[src/rtl/pipe_regs.sv]
// pipe_regs: elastic pipeline register with DEPTH stages of WIDTH-bit data.
// Each stage has its own valid bit. Empty stages take new data even while the
// output is stalled (bubble collapsing). There is a global enable, a
// synchronous flush and a registered occupancy count.
//
// Ports:
//   clk        rising-edge clock
//   reset      asynchronous, active-high reset
//   en         global enable; 0 freezes all state and blocks both handshakes
//   flush      synchronous flush (needs en=1); invalidates every stage
//   in_valid   upstream data valid
//   in_data    upstream data [WIDTH-1:0]
//   in_ready   block accepts in_data this cycle (combinational from out_ready)
//   out_valid  out_data is valid
//   out_data   last-stage data [WIDTH-1:0], not gated by valid
//   out_ready  downstream accepts out_data this cycle
//   count      number of valid stages [CW-1:0]

// One pipeline stage: a valid flag plus a data register. Data is written only
// when the incoming word is valid, so a bubble does not overwrite the data.
module pipe_regs_stage #(
    parameter int               WIDTH = 32,
    parameter logic [WIDTH-1:0] INIT  = '0
) (
    input  logic             clk,
    input  logic             reset,
    input  logic             i_flush,
    input  logic             i_adv,
    input  logic             i_src_vld,
    input  logic [WIDTH-1:0] i_src_data,
    output logic             o_vld,
    output logic [WIDTH-1:0] o_data
);
    logic             r_vld;
    logic [WIDTH-1:0] r_data;

    always_ff @(posedge clk or posedge reset) begin
        if (reset) begin
            r_vld  <= 1'b0;
            r_data <= INIT;
        end else if (i_flush) begin
            r_vld  <= 1'b0;
        end else if (i_adv) begin
            r_vld  <= i_src_vld;
            if (i_src_vld) r_data <= i_src_data;
        end
    end

    assign o_vld  = r_vld;
    assign o_data = r_data;
endmodule

module pipe_regs #(
    parameter int               WIDTH = 32,
    parameter int               DEPTH = 2,
    parameter logic [WIDTH-1:0] INIT  = '0,
    parameter int               CW    = $clog2(DEPTH + 1)
) (
    input  logic             clk,
    input  logic             reset,
    input  logic             en,
    input  logic             flush,
    input  logic             in_valid,
    input  logic [WIDTH-1:0] in_data,
    output logic             in_ready,
    output logic             out_valid,
    output logic [WIDTH-1:0] out_data,
    input  logic             out_ready,
    output logic [CW-1:0]    count
);
    if (DEPTH < 1) begin : g_bad_depth
        $error("pipe_regs: DEPTH must be >= 1");
    end

    logic                        w_go;
    logic                        w_flush;
    logic [DEPTH:0]              w_adv;
    logic [DEPTH-1:0]            w_vld;
    logic [DEPTH-1:0][WIDTH-1:0] w_data;
    logic                        w_in_hs;
    logic                        w_out_hs;
    logic [CW-1:0]               r_count;

    assign w_go    = en & ~flush;
    assign w_flush = en & flush;

    // Advance terms, computed back to front inside one process so the chain
    // from out_ready to in_ready stays a plain combinational ripple.
    always_comb begin
        w_adv        = '0;
        w_adv[DEPTH] = out_ready & w_go;
        for (int k = DEPTH - 1; k >= 0; k--)
            w_adv[k] = w_go & (~w_vld[k] | w_adv[k+1]);
    end

    for (genvar k = 0; k < DEPTH; k++) begin : g_stage
        logic             w_src_vld;
        logic [WIDTH-1:0] w_src_data;

        if (k == 0) begin : g_head
            assign w_src_vld  = in_valid;
            assign w_src_data = in_data;
        end else begin : g_body
            assign w_src_vld  = w_vld[k-1];
            assign w_src_data = w_data[k-1];
        end

        pipe_regs_stage #(
            .WIDTH (WIDTH),
            .INIT  (INIT)
        ) u_stage (
            .clk        (clk),
            .reset      (reset),
            .i_flush    (w_flush),
            .i_adv      (w_adv[k]),
            .i_src_vld  (w_src_vld),
            .i_src_data (w_src_data),
            .o_vld      (w_vld[k]),
            .o_data     (w_data[k])
        );
    end

    assign in_ready  = w_adv[0];
    assign out_valid = w_vld[DEPTH-1] & w_go;
    assign out_data  = w_data[DEPTH-1];

    assign w_in_hs  = in_valid & w_adv[0];
    assign w_out_hs = w_vld[DEPTH-1] & w_adv[DEPTH];

    // Occupancy tracks handshakes; both or neither leaves it unchanged.
    always_ff @(posedge clk or posedge reset) begin
        if (reset)
            r_count <= '0;
        else if (w_flush)
            r_count <= '0;
        else if (w_in_hs & ~w_out_hs)
            r_count <= r_count + CW'(1);
        else if (w_out_hs & ~w_in_hs)
            r_count <= r_count - CW'(1);
    end

    assign count = r_count;
endmodule
[config.mk]
export PLATFORM = sky130hd
export DESIGN_NAME = pipe_regs
export DESIGN_NICKNAME = d
export VERILOG_FILES = /design/src/rtl/pipe_regs.sv
export SDC_FILE = /design/constraint.sdc
export NUM_CORES = 1
export LEC_CHECK = 0
export BUFFER_PORTS_ARGS = -buffer_cell sky130_fd_sc_hd__buf_2
export CORE_ASPECT_RATIO = 1.2
export CORE_MARGIN = 4
export CORE_UTILIZATION = 56
export CTS_BUF_LIST = sky130_fd_sc_hd__clkbuf_16
export CTS_CLUSTER_DIAMETER = 40
export DETAILED_ROUTE_END_ITERATION = 8
export PLACE_DENSITY = 0.82
export SLEW_MARGIN = 10
export SYNTH_ARGS = -nofsm -noshare
export SYNTH_HDL_FRONTEND = slang
export SYNTH_SLANG_ARGS = --single-unit
[constraint.sdc]
create_clock -name clk -period 3.45 [get_ports clk]
set_input_delay 0.345 -clock clk [delete_from_list [all_inputs] [get_ports clk]]
set_output_delay 0.345 -clock clk [all_outputs]
set_load 0.02 [all_outputs]
==> impl_metrics.tcl, run 1 <==
set metrics [dict create \
    wl_met3_um 304 \
    powerDensity_nw_per_um2 787.6 \
    vias_per_cell 5.076 \
    wl_met2_um 2323 \
    start_util 0.5958 \
    clock_skew_ns 0.004311 \
    grt_antenna_before_repair 0 \
    max-clock-path-buffers 2 \
    multiInputGateArea_um2 992.2 \
    drc_errors 0 \
    hold_path_class "primary input to async pin" \
    fin_hold_ws_ns -0.003747 \
    dpl.hpwl_um 3357 \
    ctsResizeCount 0 \
    ant_nets 0 \
    fin_tns_setup_ns 0 \
    htreeDepth 3 \
    fin_ws_ns 1.346 \
    seq_area_um2 1702 \
    max_cap_violations 0 \
    cts_hold_buf 0 \
    rr_endpoint "g_stage[1].u_stage.o_data[17]" \
    pre_cts_ws_ns 1.242 \
    synthCells 161 \
    clock_latency_ns 0.32 \
    crit_buf_inv 1 \
    row_count 27 \
    regToRegStartpoint "g_stage[1].u_stage.o_vld" \
    gp_congestion 0.7213 \
    drive_gt1_frac 0.6408 \
    run_status "finished, violations left" \
    rrSetupSlack_ns 1.35 \
    crit_path_max_fanout 22 \
    violations "negative hold slack" \
    required_ns 3.65 \
    cts_tree "done" \
    numClockSinks 68 \
    gr-usage-all-layers 0.1801 \
    portBuffers 73 \
    highest-signal-layer "met4" \
    drv_slew 0 \
    wirelength_met1_um 2085 \
    final_cell_mix "buf_2, dfrtp_1, mux2_2, mux2_4, clkbuf_16" \
    max_freq_ghz 0.4754 \
    stdcell_area_um2 3412 \
    syn_to_final_growth_pct 21.96 \
    period_share 0.6098 \
    cts_root_buf "clkbuf_16" \
    syn_avg_cell_area_um2 17.38 \
    grt_overflow 0 \
    reg2reg_depth 4 \
    leakage_nw 1.677 \
    fp.dieW_um 72.53 \
    setup_viol 0 \
    ir_drop_mv 0.4409 \
    diodes 0 \
    synth_area_um2 2798 \
    final_nets 280 \
    crit_type "flip-flop to flip-flop" \
    final_hold_viol_count 13 \
    yosysWarnings 0 \
    io_pins 74 \
    start_kind "flip-flop" \
    critPathMaxStageDelay_ns 0.71 \
    critical_path.endpoint_type "flip-flop" \
    numCtsBuffers 9 \
    tightest_slew_ns 0.7167 \
    crit_family "simple AND/OR/NAND/NOR gates" \
    vias 1538 \
    synth-seq-area-share 0.6082 \
    routed_wl_um 4800 \
    dieHeight_um 85.43 \
    cts_setup_buffers 0 \
    cp_data_arrival_time_ns 2.30 \
    ys_ff_latch 68 \
    grt_pass1_wl_um 8349 \
    slew_headroom 0.5222 \
    slowest_stage "and3b_2" \
    grt_pass1_vias 1658 \
    final_common_cell "buf_2" \
    rsz0062_at_grt "false" \
    dieArea_um2 6196 \
    drtPass1Iterations 2 \
    finalCriticalPeriod_ns 2.104 \
    routedWlPerCell_um 15.84 \
    placed_area_um2 3162 \
    grt_max_degree 51 \
    clk_pin_slew_ns 0.05 \
    synth_fp_nets 200 \
    drt_iter0_drc 86 \
    cp_cell_sequence "nor2b_4 > and3b_2 > buf_4 > mux2_4" \
    fillers 330 \
    synth_cell_type_count 22 \
    coreArea_um2 4696 \
]
==> final cells by class <==
cell class                      count  share of cell area
Tap cell                           58             0.02127
Clock buffer                        9             0.06601
Timing Repair Buffer               76              0.1137
Multi-Input combinational cell     84              0.2908
Sequential cell                    68              0.4987
Inverter                            2            0.002200
Clock inverter                      6            0.007334
==> logic make-up after synthesis <==
family	share of synthesized area
simple gates	0.02416
mux	0.2979
xor+xnor	0.006262
flops	0.6082
buf+inv	0.04025
compound gates	0.01878
fa+ha+maj	0.004472
==> power breakdown <==
| part | switching [W] | internal [W] | total (W) | leakage (nW) |
|---|---|---|---|---|
| Combinational | 0.000370 | 0.000389 | 0.000759 | 0.724 |
| Clock | 0.000291 | 0.000467 | 0.000758 | 0.133 |
| Sequential | 0.000135 | 0.00104 | 0.00117 | 0.821 |
==> synthesized netlist by cell type <==
cell type | count | share of area
nand3b_1 | 1 | 0.0027
o21ai_0 | 3 | 0.0054
and3b_1 | 1 | 0.0031
xor2_1 | 2 | 0.0063
nor3b_1 | 1 | 0.0027
mux2_4 | 30 | 0.16
ha_1 | 1 | 0.0045
buf_6 | 4 | 0.016
a22oi_1 | 1 | 0.0027
and2_2 | 1 | 0.0027
a22o_1 | 1 | 0.0031
mux2_2 | 34 | 0.14
dfrtp_1 | 68 | 0.61
inv_1 | 2 | 0.0027
a21boi_0 | 1 | 0.0027
buf_12 | 3 | 0.021
nor2b_2 | 1 | 0.0031
a21oi_1 | 1 | 0.0018
a21oi_2 | 1 | 0.0031
or3_1 | 1 | 0.0022
nand2_1 | 2 | 0.0027
nor2b_4 | 1 | 0.0049
==> through the flow <==
stage	instances	utilization	total power [W]	hold WS, ns
floorplan	161	-	0.001693	0.4316
global placement	288	0.6733	0.001931	0.3456
detailed placement	288	0.6733	0.001950	0.3515
CTS	303	0.7266	0.002726	0.002961
global route	303	0.7266	0.002845	0.03182
finish	303	0.7266	0.002687	-0.003747
==> how the worst max path moves through the flow <==
| stage | cells past startpoint | startpoint | to |
|---|---|---|---|
| 3_3_place_gp | 7 | flush | count[1] |
| 2_1_floorplan | 1 | reset | count[0] |
| 5_1_grt | 6 | g_stage[1].u_stage.o_vld | count[1] |
| 4_1_cts | 6 | g_stage[1].u_stage.o_vld | count[1] |
| 6_report | 4 | g_stage[1].u_stage.o_vld | g_stage[1].u_stage.o_data[17] |
| 3_5_place_dp | 7 | flush | count[1] |
==> flip-flops by register name, summed over array words and instances (netlist names) <==
name and flops:
g_stage.u_stage.o_data 64, count 2, g_stage.u_stage.o_vld 2
==> metal layers <==
layer	GRT usage	vias up
met5	0	-
met4	0.1007	0
met3	0.04858	7
met2	0.2693	45
met1	0.2355	759
li1	-	727
==> worst register-to-register path: cells and delay by family, from the launching register on <==
| family | cells | cell delay [ns] |
|---|---|---|
| buffers and inverters | 1 | 0.37 |
| DFF | 1 | 0.42 |
| muxes | 1 | 0.32 |
| and+or+nand+nor | 2 | 0.87 |
No activity file was read; power rests on OpenSTA's default activity.
==> run 2: changes to the inputs <==
Settings changed: CORE_UTILIZATION 56 to 52, PLACE_DENSITY 0.82 to 0.77.
Clock period 3.45 ns to 2.05 ns, I/O delays scaled along.
==> impl_metrics.tcl, run 2 (synthesis gave the netlist of run 1 again) <==
set metrics [dict create \
    fillers 380 \
    final_hold_viol_count 0 \
    leakage_nw 1.702 \
    slew_headroom 0.7493 \
    start_util 0.5317 \
    drive_gt1_frac 0.6386 \
    slowest_stage "dfrtp_1" \
    drv_slew 0 \
    ant_nets 0 \
    max-clock-path-buffers 2 \
    crit_type "flip-flop to flip-flop" \
    hold_path.startpoint "in_data[6]" \
    internal_power_w 0.003192 \
    setup_viol 0 \
    syn_to_final_growth_pct 24.24 \
    row_count 29 \
    clkPwrFrac 0.281 \
    gp_congestion 0.7697 \
    critical_path.endpoint_type "flip-flop" \
    tightest_slew_ns 0.3755 \
    fin_hold_ws_ns 0.1195 \
    htreeDepth 3 \
    numClockSinks 68 \
    fin_ws_ns 0.4377 \
    seq_power_share 0.434 \
    grt_pass1_vias 1584 \
    final_nets 284 \
    netSwitchingPower_w 0.001325 \
    diodes 0 \
    post-place-cells 295 \
    clock_latency_ns 0.31 \
    fin_tns_setup_ns 0 \
    grt_max_degree 35 \
    stdcell_count 311 \
    cts_root_buf "clkbuf_16" \
    grt_overflow 0 \
    routedWlPerCell_um 15.23 \
    max_cap_violations 0 \
    rsz0062_at_grt "false" \
    hold_path_class "primary input to flip-flop" \
    dieArea_um2 6623 \
    dpl.hpwl_um 3471 \
    finalCriticalPeriod_ns 1.612 \
    crit_path_max_fanout 4 \
    portBuffers 73 \
    critPathMaxStageDelay_ns 0.38 \
    required_ns 2.28 \
    run_status "completed" \
    final_common_cell "buf_2" \
    largest_reg_flops 64 \
    powerDensity_nw_per_um2 1299 \
    grt_antenna_before_repair 0 \
    gr-usage-all-layers 0.1550 \
    combPwrFrac 0.285 \
    cp-startpoint "g_stage[1].u_stage.o_vld" \
    routed_wl_um 4735 \
    clock_skew_ns 0.005823 \
    io_pins 74 \
    dieHeight_um 88.35 \
    fp.dieW_um 74.96 \
    drt_iter0_drc 81 \
    cts_tree "done" \
    ir_drop_mv 0.5463 \
    grt_pass1_wl_um 7548 \
    pre_cts_ws_ns 0.3602 \
    drtPass1Iterations 4 \
    cp_cell_sequence "nor2b_4 > a21oi_4 > ha_1 > or3_1 > a22oi_1" \
    vias_per_cell 5.080 \
    coreArea_um2 5261 \
    switching_share 0.2933 \
    crit_family "simple AND/OR/NAND/NOR gates" \
    regToRegStartpoint "g_stage[1].u_stage.o_vld" \
    cp_data_arrival_time_ns 1.84 \
    drc_errors 0 \
    max_freq_ghz 0.6202 \
    vias 1580 \
    numCtsBuffers 9 \
    period_share 0.7865 \
    clk_pin_slew_ns 0.05 \
    crit_buf_inv 0 \
    final_cell_mix "buf_2, dfrtp_1, mux2_2, mux2_4, clkbuf_16" \
    start_kind "flip-flop" \
]
-- run 2: changes by cell type in the layout (fill, tap and decap cells not counted) --
cell	delta
clkinv_2	-2
buf_12	+2
clkinvlp_4	+1
buf_4	+1
inv_1	+1
dlygate4sd3_1	+1
-- run 2: area by class of cell --
| type | count | area [um2] | area share |
|---|---|---|---|
| Inverter | 2 | 7.507 | 0.002160 |
| Clock buffer | 9 | 225.2 | 0.06479 |
| Multi-Input combinational cell | 84 | 992.2 | 0.2855 |
| Sequential cell | 68 | 1702 | 0.4896 |
| Clock inverter | 6 | 26.28 | 0.007559 |
| Timing Repair Buffer | 80 | 445.4 | 0.1281 |
| Tap cell | 62 | 77.57 | 0.02232 |
-- run 2: worst reg2reg max path, cell delays in order, from the launching register on --
cell and delay (ns):
dfrtp_1 0.38, nor2b_4 0.20, a21oi_4 0.08, ha_1 0.33, or3_1 0.37, a22oi_1 0.17
-- run 2: stage by stage --
| step | total power [W] | util | area (um2) |
|---|---|---|---|
| 5_1_grt | 0.004771 | 0.6606 | 3476 |
| 2_1_floorplan | 0.002850 | - | 2798 |
| 3_5_place_dp | 0.003286 | 0.6109 | 3214 |
| 4_1_cts | 0.004588 | 0.6606 | 3476 |
| 6_report | 0.004517 | 0.6606 | 3476 |
| 3_3_place_gp | 0.003249 | 0.6109 | 3214 |
-- run 2: path summary, 6_finish.rpt --
kind,end,slack (ns),cells past startpoint
min in group asynchronous,g_stage[1].u_stage.o_data[13],0.41,3
worst max register to register,count[1],0.44,5
worst min-delay path,g_stage[0].u_stage.o_data[6],0.12,2
max in group asynchronous,g_stage[1].u_stage.o_vld,1.06,4
worst min register to register,g_stage[1].u_stage.o_data[13],0.50,1
worst max-delay path,count[1],0.44,5
-- run 2: per-layer routing --
metal	global-route usage	wire, um	share of wire	vias up
met1	0.1984	2020	0.43	792
met3	0.03864	330	0.070	6
met2	0.2385	2328	0.49	49
met5	0	0	0	-
met4	0.08738	55	0.012	0
li1	-	-	-	733
-- run 2: repair_timing --
| item | CTS | global route |
|---|---|---|
| endpoints found under the setup margin | 0 | 0 |
| setup buffers | 0 | 0 |
| hold buffers | 1 | 0 |
| hold endpoints to repair | 15 | 0 |
| gates resized for setup | 0 | 0 |
-- run 2: power by group through the flow --
| stage | clock, W | combinational, W | sequential, W |
|---|---|---|---|
| floorplan | 0 | 0.000561 | 0.00229 |
| global placement | 0 | 0.00127 | 0.00197 |
| detailed placement | 0 | 0.00131 | 0.00198 |
| CTS | 0.00131 | 0.00131 | 0.00197 |
| global route | 0.00138 | 0.00138 | 0.00201 |
| finish | 0.00127 | 0.00129 | 0.00196 |
==> run 3: changes to the inputs <==
Settings changed: CORE_UTILIZATION 52 to 47, PLACE_DENSITY 0.77 to 0.73.
Clock period 2.05 ns to 1.4 ns, I/O delays scaled along.
==> impl_metrics.tcl, run 3 (synthesis gave the netlist of run 1 again) <==
set metrics [dict create \
    run_status "finished, violations left" \
    fin_tns_setup_ns -3.404 \
    violations "negative setup slack" \
    hold_path_class "primary input to flip-flop" \
    post-place-cells 319 \
    fin_util 0.6772 \
    clock_skew_ns 0.006055 \
    slew_headroom 0.6625 \
    cts_tree "done" \
    hold_path.startpoint "in_data[14]" \
    finalCriticalPeriod_ns 1.528 \
    diodes 0 \
    cts_root_buf "clkbuf_16" \
    critical_path.endpoint_type "flip-flop" \
    row_count 30 \
    fp.dieW_um 78.43 \
    ant_nets 0 \
    numCtsBuffers 9 \
    syn_to_final_growth_pct 38.10 \
    period_share 1.092 \
    drive_gt1_frac 0.6808 \
    routedWlPerCell_um 16.92 \
    max-clock-path-buffers 2 \
    crit_path_max_fanout 3 \
    regToRegStartpoint "g_stage[1].u_stage.o_vld" \
    coreArea_um2 5705 \
    gr-usage-all-layers 0.1588 \
    powerDensity_nw_per_um2 1839 \
    cp-startpoint "g_stage[1].u_stage.o_vld" \
    grt_max_degree 29 \
    stdcell_count 340 \
    clock_latency_ns 0.32 \
    vias_per_cell 4.888 \
    max_freq_ghz 0.6543 \
    htreeDepth 3 \
    reg2reg_depth 5 \
    stdcell_area_um2 3864 \
    setup_viol 65 \
    grt_pass1_wl_um 8742 \
    final_common_cell "buf_2" \
    final_hold_viol_count 0 \
    clk_pin_slew_ns 0.06 \
    start_kind "flip-flop" \
    grt_antenna_before_repair 0 \
    drv_slew 0 \
    max_cap_violations 0 \
    tightest_slew_ns 0.5051 \
    dpl.hpwl_um 3449 \
    io_pins 74 \
    drt_iter0_drc 60 \
    rrSetupSlack_ns -0.13 \
    holdPathEnd "g_stage[0].u_stage.o_data[14]" \
    vias 1662 \
    portBuffers 73 \
    routed_wl_um 5752 \
    final_nets 295 \
    gp_congestion 0.7143 \
    min_path_cells 2 \
    grt_pass1_vias 1784 \
    grt_overflow 0 \
    required_ns 1.64 \
    cp_data_arrival_time_ns 1.76 \
    dieHeight_um 92.52 \
    largest_reg_flops 64 \
    start_util 0.4904 \
    fin_ws_ns -0.1283 \
    ir_drop_mv 1.078 \
    leakage_nw 1.905 \
    dieArea_um2 7256 \
    placed_area_um2 3323 \
    rsz0062_at_grt "true" \
    final_cell_mix "buf_2, dfrtp_1, mux2_4, clkbuf_16, buf_4" \
    drtPass1Iterations 4 \
    crit_type "flip-flop to flip-flop" \
    numClockSinks 68 \
    drc_errors 0 \
    rr_endpoint "count[1]" \
]
==> run 3: cell count changes in the layout (fill, tap and decap cells not counted), sizes merged <==
cell	before	now
clkinv	2	4
clkbuf	9	11
buf	79	88
bufinv	0	1
clkinvlp	1	2
inv	5	1
==> run 3: per-stage QoR <==
step	hold slack (ns)	setup slack [ns]	total power [W]
final	0.04952	-0.1283	0.007104
after global routing	0.04799	-0.1800	0.007432
after CTS	0.04070	-0.1316	0.007020
after detailed placement	0.2022	-0.1697	0.004837
after global placement	0.1997	-0.08599	0.004784
after floorplan	0.2266	-0.2363	0.004178
==> run 3: worst max-delay path by stage <==
stage / to / slack, ns / cells after the start
global route: count[1] / -0.18 / 5
CTS: g_stage[1].u_stage.o_data[22] / -0.13 / 4
detailed placement: count[1] / -0.17 / 8
finish: count[1] / -0.13 / 5
global placement: count[1] / -0.09 / 8
floorplan: count[1] / -0.24 / 7
==> run 3: critical path, cell delays in order, from the launching register on <==
cell     delay, ns
dfrtp_1       0.39
nor2b_4       0.14
a21oi_4       0.18
ha_4          0.23
or3_4         0.38
a22oi_2       0.12
==> run 3: layer usage <==
metal,track usage,vias up,part of all wire
met5,0,-,0
met4,0.07872,0,0.012
met1,0.2108,842,0.46
met3,0.03599,7,0.060
li1,-,758,-
met2,0.2450,55,0.47
==> run 3: cell type report <==
type                       count  area [um2]
sequential                    68        1702
inverter                       2       11.26
fill                         414        1842
timing repair buffer          91       630.6
multi-input combinational     84        1139
clock inverter                 6       56.30
tap                           80       100.1
clock buffer                   9       225.2
==> run 3: repair_timing <==
item,4_1_cts,5_1_grt
setup endpoints to repair,66,67
cloned,1,2
endpoints found under the hold margin,18,0
setup buffers,2,1
hold buffers,1,0
resized for setup,4,38
pin swaps,0,1
==> run 3: report_power, final <==
part | internal (W) | leakage [nW] | total [W] | switching [W]
Sequential | 0.00255 | 0.821 | 0.00289 | 0.000341
Combinational | 0.00112 | 0.945 | 0.00208 | 0.000957
Clock | 0.00135 | 0.138 | 0.00213 | 0.000781
